===== src/rtl/product_accumulator_if.sv =====
// Product-stream / result handshake bundle for product_accumulator.
// master = upstream/downstream environment, slave = the accumulator.
interface product_accumulator_if #(
    parameter int PROD_W = 64,
    parameter int ACC_W  = 72,
    parameter int CNT_W  = 16
);
    logic              start;
    logic [CNT_W-1:0]  len;
    logic              busy;
    logic              prod_valid;
    logic [PROD_W-1:0] prod;
    logic              prod_ready;
    logic [ACC_W-1:0]  acc_out;
    logic              acc_valid;
    logic              acc_ready;
    logic              overflow;

    modport master (
        output start, len, prod_valid, prod, acc_ready,
        input  busy, prod_ready, acc_out, acc_valid, overflow
    );

    modport slave (
        input  start, len, prod_valid, prod, acc_ready,
        output busy, prod_ready, acc_out, acc_valid, overflow
    );
endinterface


===== src/rtl/product_accumulator.sv =====
// Accumulates a programmed number of signed products into one wide sum.
// Define ACC_SATURATION_EN to clamp on overflow instead of wrapping.
module product_accumulator #(
    parameter int PROD_W = 64,
    parameter int ACC_W  = 72,
    parameter int CNT_W  = 16
) (
    input  logic                   clk,
    input  logic                   rst,
    product_accumulator_if.slave   bus
);

    typedef enum logic [1:0] {IDLE, ACCUM, DONE} state_t;

    state_t                   state_q, state_d;
    logic [CNT_W-1:0]         cnt_q, cnt_d;
    logic signed [ACC_W-1:0]  acc_q, acc_d;
    logic [ACC_W-1:0]         acc_out_q, acc_out_d;
    logic                     acc_valid_q, acc_valid_d;
    logic                     overflow_q, overflow_d;
    logic                     busy_q, busy_d;
    logic                     prod_ready_q, prod_ready_d;

    logic signed [ACC_W-1:0]  prod_ext;
    logic signed [ACC_W-1:0]  sum;
    logic signed [ACC_W-1:0]  add_res;
    logic                     add_ovf;

    always_comb begin
        prod_ext = ACC_W'($signed(bus.prod));
        sum      = acc_q + prod_ext;
        // Overflow only when both operands share a sign the result lacks.
        add_ovf  = (acc_q[ACC_W-1] == prod_ext[ACC_W-1]) &&
                   (sum[ACC_W-1] != acc_q[ACC_W-1]);
`ifdef ACC_SATURATION_EN
        if (add_ovf) begin
            add_res = acc_q[ACC_W-1] ? {1'b1, {(ACC_W-1){1'b0}}}
                                     : {1'b0, {(ACC_W-1){1'b1}}};
        end else begin
            add_res = sum;
        end
`else
        add_res = sum;
`endif
    end

    always_comb begin
        state_d     = state_q;
        cnt_d       = cnt_q;
        acc_d       = acc_q;
        acc_out_d   = acc_out_q;
        acc_valid_d = acc_valid_q;
        overflow_d  = overflow_q;

        unique case (state_q)
            IDLE: begin
                if (bus.start) begin
                    acc_d      = '0;
                    overflow_d = 1'b0;
                    if (bus.len != '0) begin
                        cnt_d   = bus.len;
                        state_d = ACCUM;
                    end else begin
                        cnt_d       = '0;
                        acc_out_d   = '0;
                        acc_valid_d = 1'b1;
                        state_d     = DONE;
                    end
                end
            end
            ACCUM: begin
                if (bus.prod_valid && prod_ready_q) begin
                    acc_d      = add_res;
                    overflow_d = overflow_q | add_ovf;
                    cnt_d      = cnt_q - CNT_W'(1);
                    if (cnt_q == CNT_W'(1)) begin
                        acc_out_d   = add_res;
                        acc_valid_d = 1'b1;
                        state_d     = DONE;
                    end
                end
            end
            DONE: begin
                if (acc_valid_q && bus.acc_ready) begin
                    acc_valid_d = 1'b0;
                    state_d     = IDLE;
                end
            end
            default: state_d = IDLE;
        endcase

        // Status outputs are registered from the next state so they align with it.
        busy_d       = (state_d != IDLE);
        prod_ready_d = (state_d == ACCUM);
    end

    always_ff @(posedge clk or posedge rst) begin
        if (rst) begin
            state_q      <= IDLE;
            cnt_q        <= '0;
            acc_q        <= '0;
            acc_out_q    <= '0;
            acc_valid_q  <= 1'b0;
            overflow_q   <= 1'b0;
            busy_q       <= 1'b0;
            prod_ready_q <= 1'b0;
        end else begin
            state_q      <= state_d;
            cnt_q        <= cnt_d;
            acc_q        <= acc_d;
            acc_out_q    <= acc_out_d;
            acc_valid_q  <= acc_valid_d;
            overflow_q   <= overflow_d;
            busy_q       <= busy_d;
            prod_ready_q <= prod_ready_d;
        end
    end

    assign bus.busy       = busy_q;
    assign bus.prod_ready = prod_ready_q;
    assign bus.acc_out    = acc_out_q;
    assign bus.acc_valid  = acc_valid_q;
    assign bus.overflow   = overflow_q;

endmodule


===== src/flat_wrapper.sv =====
// flat-port wrapper written by rule: the top's interface ports become plain ports
module product_accumulator_flat 
#(
    parameter int PROD_W = 64,
    parameter int ACC_W  = 72,
    parameter int CNT_W  = 16
)
  (clk, rst, bus_start, bus_len, bus_prod_valid, bus_prod, bus_acc_ready, bus_busy, bus_prod_ready, bus_acc_out, bus_acc_valid, bus_overflow);
  product_accumulator_if #(.PROD_W(PROD_W), .ACC_W(ACC_W), .CNT_W(CNT_W)) bus_i ();
  input  logic clk;
  input  logic rst;
  input wire logic [$bits(bus_i.start)-1:0] bus_start;
  input wire logic [$bits(bus_i.len)-1:0] bus_len;
  input wire logic [$bits(bus_i.prod_valid)-1:0] bus_prod_valid;
  input wire logic [$bits(bus_i.prod)-1:0] bus_prod;
  input wire logic [$bits(bus_i.acc_ready)-1:0] bus_acc_ready;
  output wire logic [$bits(bus_i.busy)-1:0] bus_busy;
  output wire logic [$bits(bus_i.prod_ready)-1:0] bus_prod_ready;
  output wire logic [$bits(bus_i.acc_out)-1:0] bus_acc_out;
  output wire logic [$bits(bus_i.acc_valid)-1:0] bus_acc_valid;
  output wire logic [$bits(bus_i.overflow)-1:0] bus_overflow;
  assign bus_i.start = bus_start;
  assign bus_i.len = bus_len;
  assign bus_i.prod_valid = bus_prod_valid;
  assign bus_i.prod = bus_prod;
  assign bus_i.acc_ready = bus_acc_ready;
  assign bus_busy = bus_i.busy;
  assign bus_prod_ready = bus_i.prod_ready;
  assign bus_acc_out = bus_i.acc_out;
  assign bus_acc_valid = bus_i.acc_valid;
  assign bus_overflow = bus_i.overflow;
  product_accumulator #(.PROD_W(PROD_W), .ACC_W(ACC_W), .CNT_W(CNT_W)) u_core (.clk(clk), .rst(rst), .bus(bus_i));
endmodule

===== config.mk =====
export PLATFORM = sky130hd
export DESIGN_NAME = product_accumulator_flat
export DESIGN_NICKNAME = d
export VERILOG_FILES = /design/src/rtl/product_accumulator_if.sv /design/src/rtl/product_accumulator.sv /design/src/flat_wrapper.sv
export SDC_FILE = /design/constraint.sdc
export NUM_CORES = 1
export LEC_CHECK = 0
export ABC_AREA = 0
export CAP_MARGIN = 15
export CORE_ASPECT_RATIO = 0.6
export CORE_MARGIN = 5
export CORE_UTILIZATION = 56
export CTS_CLUSTER_SIZE = 25
export DETAILED_ROUTE_END_ITERATION = 10
export GPL_ROUTABILITY_DRIVEN = 0
export HOLD_SLACK_MARGIN = 0.12
export PLACE_DENSITY = 0.84
export RECOVER_POWER = 50
export SYNTH_ARGS = -nofsm -noshare
export SYNTH_HDL_FRONTEND = slang
export SYNTH_SLANG_ARGS = --single-unit

===== constraint.sdc =====
create_clock -name clk -period 6.1 [get_ports clk]
set_clock_uncertainty 0.1 [all_clocks]
set_input_delay 0.61 -clock clk [delete_from_list [all_inputs] [get_ports clk]]
set_output_delay 0.61 -clock clk [all_outputs]
set_load 0.1 [all_outputs]

==> flow_metrics.tcl, run 1 <==
set metrics [dict create \
    status "finished, violations left" \
    violations "capacitance limit, slew limit" \
    dp_hpwl_mm 23.5 \
    core_area_sq_um 19000 \
    worstReg2RegEnd "u_core.acc_q[18]" \
    synthAdderAreaFrac_pct 8.62 \
    fillCellCount 1471 \
    placementRows 39 \
    fin_cells 1636 \
    dp.cells 1603 \
    endpoint "u_core.acc_q[18]" \
    ys_warn_count 0 \
    dieHeight_um 118 \
    synthMuxAreaShare_pct 0.404 \
    worstPathBufferInverterCount 1 \
    p_int_w 0.00324 \
    synth-async-reset-ratio_pct 100 \
    synth-compound-area-share_pct 27.2 \
    viasPerCell 6.39 \
    clock_path_buffers 2 \
    cts_buffers 17 \
    path_clk_slew_ps 70 \
    worst_slew_pin_slew_ps 3430 \
    grt_max_degree 79 \
    post-cts-setup-buffers 0 \
    drt_first_iter_violations 1277 \
    top_layer_used "met4" \
    p_sw_w 0.00278 \
    regToRegSetupSlack_ps 1950 \
    setup_tns_ps 0 \
    syn_inst 1254 \
    rsz0062_at_grt "false" \
    met2_length_mm 12.8 \
    hold_violations 0 \
    cts-root-buf "clkbuf_16" \
    drc 0 \
    synth.net_count 1413 \
    diodes 0 \
    cp_data_arrival_time_ps 4220 \
    die_w_um 190 \
    p_leak_nw 5.90 \
    hold_buffers 0 \
    synth-simple-area-share_pct 17.0 \
    vias 10446 \
    powerDensity_nw_per_um2 458 \
    drt_pre_antenna_iters 6 \
    ant_nets 0 \
    hold_path.class "reg -> reg" \
    die_area_sq_um 22300 \
    grt_use_total_pct 28.4 \
    cp-start-kind "register" \
    multi_input_area_sq_um 6330 \
    totalWireLength_mm 32.2 \
    syn2layout_area_growth_pct 21.4 \
    switching_share_pct 46.2 \
    htreeDepth 4 \
    synthesis.area_sq_um 10800 \
    pwr-share-clk_pct 17.9 \
    gr-total-overflow 0 \
    seq_area_frac_synth_pct 38.3 \
    slowest_delay_ps 2200 \
    worst-path-max-fanout 68 \
    ir_worst_vdd_mv 0.243 \
    synth_flop_cell "dfrtp_1" \
    initial_core_util_pct 56.9 \
    drv_cap 3 \
    synth-xor-area-share_pct 5.01 \
    path_depth 5 \
    setup_viol 0 \
    cts_resized 0 \
    slew_headroom_pct -130 \
    synth-edff-count 0 \
    cts_tree "built" \
    path_delay_family "buffers and inverters" \
    port_buffers 160 \
    startpoint "u_core.state_q[1]" \
    avgSynthCellArea_sq_um 8.64 \
    rr_startpoint "u_core.state_q[1]" \
    crit_chain "nand2b_1 > nor2_1 > nor2_4 > clkbuf_1 > o21ai_0" \
    cp_data_required_time_ps 6170 \
    wl_per_cell_um 19.7 \
    endpoint_kind "register" \
    finalCritPeriodShare_pct 68.0 \
    timing.fmax_ghz 0.241 \
    r2r_cells 5 \
    drv_slew 207 \
    wl_met1_mm 15.3 \
    grt_pass1_vias 9666 \
    ios 161 \
    ys_seq_elements 166 \
    fin_crit_ps 4150 \
    synth_cell_types 70 \
    hp-start "u_core.bus.acc_out[34]" \
    seqPwrFrac_pct 26.6 \
    grt_antenna_before_repair 0 \
    route.met3.wl_mm 3.70 \
    insertion_delay_ps 440 \
    final_nets 1536 \
    drive_above_1_share_pct 4.89 \
    clock_sinks 166 \
    crit_slowest_cell "clkbuf_1" \
    synth_top_family_by_area "compound AO/OA/AOI/OAI gates" \
    p_total_w 0.00602 \
    worstSetupPathType "reg -> reg" \
    regArea_sq_um 4150 \
    grt_pass1_wl_mm 51.4 \
    power_frac_comb_pct 55.5 \
]
[registers in the layout, indices dropped and copies added, names as in the netlist]
signal	flops
u_core.acc_q	72
u_core.bus.acc_out	72
u_core.cnt_q	16
u_core.state_q	2
u_core.bus.acc_valid	1
u_core.bus.busy	1
u_core.bus.overflow	1
u_core.bus.prod_ready	1
[how the worst min path moves through the flow]
stage	cells past startpoint	to
final	2	u_core.bus.acc_out[34]
after global routing	2	u_core.bus.acc_out[19]
after CTS	2	u_core.cnt_q[15]
after detailed placement	2	u_core.bus.acc_out[34]
after global placement	2	u_core.acc_q[6]
after floorplan	2	u_core.acc_q[21]
[cell families after synthesis]
family,count (synthesis)
AOI/OAI and AO/OA,450
xor gates and xnor gates,62
and+or+nand+nor,402
DFF,166
muxes,4
buffers and inverters,96
adders and majority gates,74
[metrics by stage]
step           setup slack (ps)  cell area [sq um]  hold WS, ps  util, %
3_3_place_gp               1660              12600          359     66.1
6_report                   1950              13200          373     69.1
4_1_cts                    1690              13200          383     69.2
2_1_floorplan               900              10800          343        -
3_5_place_dp               1550              12600          368     66.1
5_1_grt                    1180              13200          403     69.1
[worst min-delay path, delay by kind of cell (launching register included)]
kind	cells	cell delay, ps
AND/OR/NAND/NOR	1	50
flip-flops	1	340
AO/OA/AOI/OAI	1	50
[power groups by stage]
stage,logic [W],registers [W],clock network (W)
after detailed placement,0.00322,0.00161,0
after floorplan,0.00241,0.00164,0
after global routing,0.00365,0.00163,0.00113
after global placement,0.00314,0.00159,0
after CTS,0.00326,0.00159,0.00108
final,0.00334,0.00160,0.00108
[layout make-up]
class	count	area share, %
timing repair buffer	170	12.7
multi-input combinational	992	48.1
tap	246	2.34
inverter	30	0.865
sequential	166	31.6
clock buffer	18	3.34
clock inverter	14	1.06
[synth_stat cells, types with 5 or more instances]
cell type  number  area, sq um
nand2_1       203          762
dfrtp_1       166         4150
o21ai_0       119          596
a21oi_1       102          510
ha_1           73          913
nor2_1         62          233
o31ai_1        59          443
clkbuf_1       57          214
a22o_1         36          315
xnor2_1        36          315
a21o_1         32          240
inv_1          30          113
xor2_1         26          228
nand3_1        23          115
nand4_1        23          144
nor3_1         21          105
and3_1         15         93.8
o21bai_1       12         90.1
a31oi_1        10         62.6
nor4_1         10         62.6
o211ai_1       10         75.1
o21a_1          9         67.6
nand2b_1        8         50.1
a21boi_0        7         52.6
and2_1          7         43.8
or2_2           6         37.5
nor2b_1         5         31.3
o221ai_1        5         43.8
[metal layers]
layer	global-route usage, %	vias up
met2	38.3	613
met1	44.4	4906
met5	0	-
li1	-	4866
met3	8.24	61
met4	6.87	0
[cells in the final DEF (no fill, tap or decap), types with 10 or more instances in the layout]
cell,Yosys,final
nand2_1,203,203
dfrtp_1,166,166
clkdlybuf4s50_1,0,136
o21ai_0,119,119
a21oi_1,102,102
ha_1,73,73
nor2_1,62,59
o31ai_1,59,59
xnor2_1,36,36
a22o_1,36,36
a21o_1,32,32
inv_1,30,29
xor2_1,26,26
dlygate4sd3_1,0,24
nand3_1,23,23
nand4_1,23,23
nor3_1,21,21
clkbuf_16,0,17
and3_1,15,15
o21bai_1,12,12
nor4_1,10,10
o211ai_1,10,10
a31oi_1,10,10
Note: power is estimated with default switching activity, not from simulation.
==> run 2, diff against run 1 <==
Settings changed: CORE_UTILIZATION 56 to 50, PLACE_DENSITY 0.84 to 0.79.
Clock period 6.1 ns to 3.71 ns, I/O delays scaled along.
==> run 2 against run 1 <==
Effect of this change:
- combinational power rose by 90%
- clock power rose by 60%
- sequential power rose by 64%
- utilization fell by 2.4 points
- die area rose by 11%
- the flow finishes with violations (DRC, capacitance limit, slew limit)
- non-clock buffer count rose by 115
- register-to-register slack got worse by 1800 ps
- cell count rose by 9.0%
- global-route usage fell by 0.17 points
- clock-buffer cell count rose by 4
- hold slack got worse by 92 ps
- power rose by 78%
==> flow_metrics.tcl, run 2 (synthesis gave the netlist of run 1 again) <==
set metrics [dict create \
    whs_ps 281 \
    design_area_sq_um 14100 \
    die_area_sq_um 24800 \
    worst_slew_pin_slew_ps 2170 \
    ir_worst_vdd_mv 0.435 \
    die_w_um 200 \
    timing.fmax_ghz 0.281 \
    endpoint_kind "register" \
    dieHeight_um 124 \
    wl_per_cell_um 19.6 \
    fin_cells 1783 \
    slowest_delay_ps 570 \
    hold_buffers 0 \
    mostFrequentLayoutCell "nand2_1" \
    drv_cap 3 \
    crit_chain "ha_1 > a21oi_1 > o21ai_1 > a221o_1 > a221o_1 > or4b_4 > nand4b_4 > a211oi_4 > o21ai_0 > nor3b_1 > o31ai_1" \
    port_buffers 160 \
    setup_viol 0 \
    grt_antenna_before_repair 0 \
    hold_path.class "in -> async" \
    slew_headroom_pct -44.4 \
    rsz0062_at_grt "false" \
    place_area_sq_um 13500 \
    vias 10945 \
    clock_path_buffers 2 \
    cts_buffers 17 \
    cts-root-buf "clkbuf_16" \
    core_area_sq_um 21100 \
    drc 2 \
    grt_max_degree 75 \
    grt_pass1_vias 10361 \
    final_nets 1652 \
    worst-path-max-fanout 5 \
    htreeDepth 4 \
    finalCritPeriodShare_pct 95.9 \
    cts_tree "built" \
    path_common_cell "a221o_1" \
    rr_startpoint "u_core.acc_q[14]" \
    insertion_delay_ps 440 \
    cp_data_required_time_ps 3930 \
    ant_nets 0 \
    dp.cells 1751 \
    gr-total-overflow 0 \
    worstSetupPathType "reg -> reg" \
    placementRows 41 \
    drt_pre_antenna_iters 10 \
    crit_slowest_cell "or4b_4" \
    p_leak_nw 6.44 \
    drive_above_1_share_pct 12.4 \
    drv_slew 161 \
    hold_violations 0 \
    drt_first_iter_violations 1314 \
    viasPerCell 6.14 \
    grt_use_total_pct 28.3 \
    status "finished, violations left" \
    syn2layout_area_growth_pct 30.2 \
    fin_crit_ps 3560 \
    cp-start-kind "register" \
    r2r_cells 11 \
    layout_common_cells "203 x nand2_1, 166 x dfrtp_1, 141 x clkdlybuf4s50_1" \
    diodes 0 \
    ios 161 \
    powerDensity_nw_per_um2 760 \
    regToRegSetupSlack_ps 150 \
    totalWireLength_mm 35.0 \
    grt_pass1_wl_mm 55.2 \
    regArea_sq_um 4150 \
    multi_input_area_sq_um 6380 \
    worstReg2RegEnd "u_core.bus.acc_out[65]" \
    violations "DRC, capacitance limit, slew limit" \
    path_clk_slew_ps 60 \
    fillCellCount 1753 \
    clock_sinks 166 \
    cp_data_arrival_time_ps 3780 \
    dp_hpwl_mm 25.9 \
    initial_core_util_pct 51.3 \
]
[run 2: metrics by stage]
step	util (%)	setup TNS, ps	power (W)	worst slack [ps]
after global routing	66.7	0	0.0114	0.476
final	66.7	0	0.0107	151
after floorplan	-	0	0.00665	317
after CTS	66.7	0	0.0105	15.5
after detailed placement	64.1	-12440	0.00873	-470
after global placement	64.1	-8460	0.00854	-436
[run 2: how the worst max path moves through the flow]
stage	start	end	slack (ps)	cells past startpoint
global placement	bus_prod[0]	u_core.bus.acc_out[56]	-440	15
detailed placement	bus_prod[0]	u_core.bus.acc_out[56]	-470	15
CTS	bus_prod[0]	u_core.bus.acc_out[56]	20	15
floorplan	bus_prod[0]	u_core.bus.acc_out[56]	320	13
finish	u_core.acc_q[14]	u_core.bus.acc_out[65]	150	11
global route	u_core.acc_q[0]	u_core.acc_q[52]	0.5	14
[run 2: cell type report]
| cell class | count | share of cell area [%] |
|---|---|---|
| clock buffer | 22 | 3.43 |
| multi-input combinational | 993 | 45.2 |
| timing repair buffer | 285 | 18.1 |
| sequential | 166 | 29.4 |
| clock inverter | 8 | 0.532 |
| inverter | 30 | 0.807 |
| tap | 279 | 2.47 |
[run 2: power by group]
part,total [W],internal [W],leakage [nW],switching [W]
sequential,0.00263,0.00230,2.16,0.000339
combinational,0.00635,0.00267,4.02,0.00369
clock,0.00173,0.000983,0.266,0.000744
[run 2: layer usage]
metal | vias to the layer above | part of all wire, % | routed length, um | GRT usage [%]
met4 | 0 | 1.4 | 492 | 6.28
met2 | 569 | 41 | 14400 | 39.8
met3 | 51 | 11 | 3820 | 7.30
li1 | 5091 | - | - | -
met5 | - | 0 | 0 | 0
met1 | 5234 | 47 | 16300 | 43.4
[run 2: repair_timing]
item | 4_1_cts | 5_1_grt
setup endpoints to repair | 1 | 32
gates cloned | 0 | 1
buffers inserted | 0 | 1
hold endpoints to repair | 0 | 0
gates resized for setup | 0 | 11
pin swaps | 1 | 9
[run 2: worst max-delay path, delay by kind of cell (launching register included)]
| kind | cells | cell delay, ps |
|---|---|---|
| AO/OA/AOI/OAI | 7 | 1600 |
| adder cells (fa/ha/maj) | 1 | 300 |
| flip-flops | 1 | 390 |
| AND/OR/NAND/NOR | 3 | 1040 |
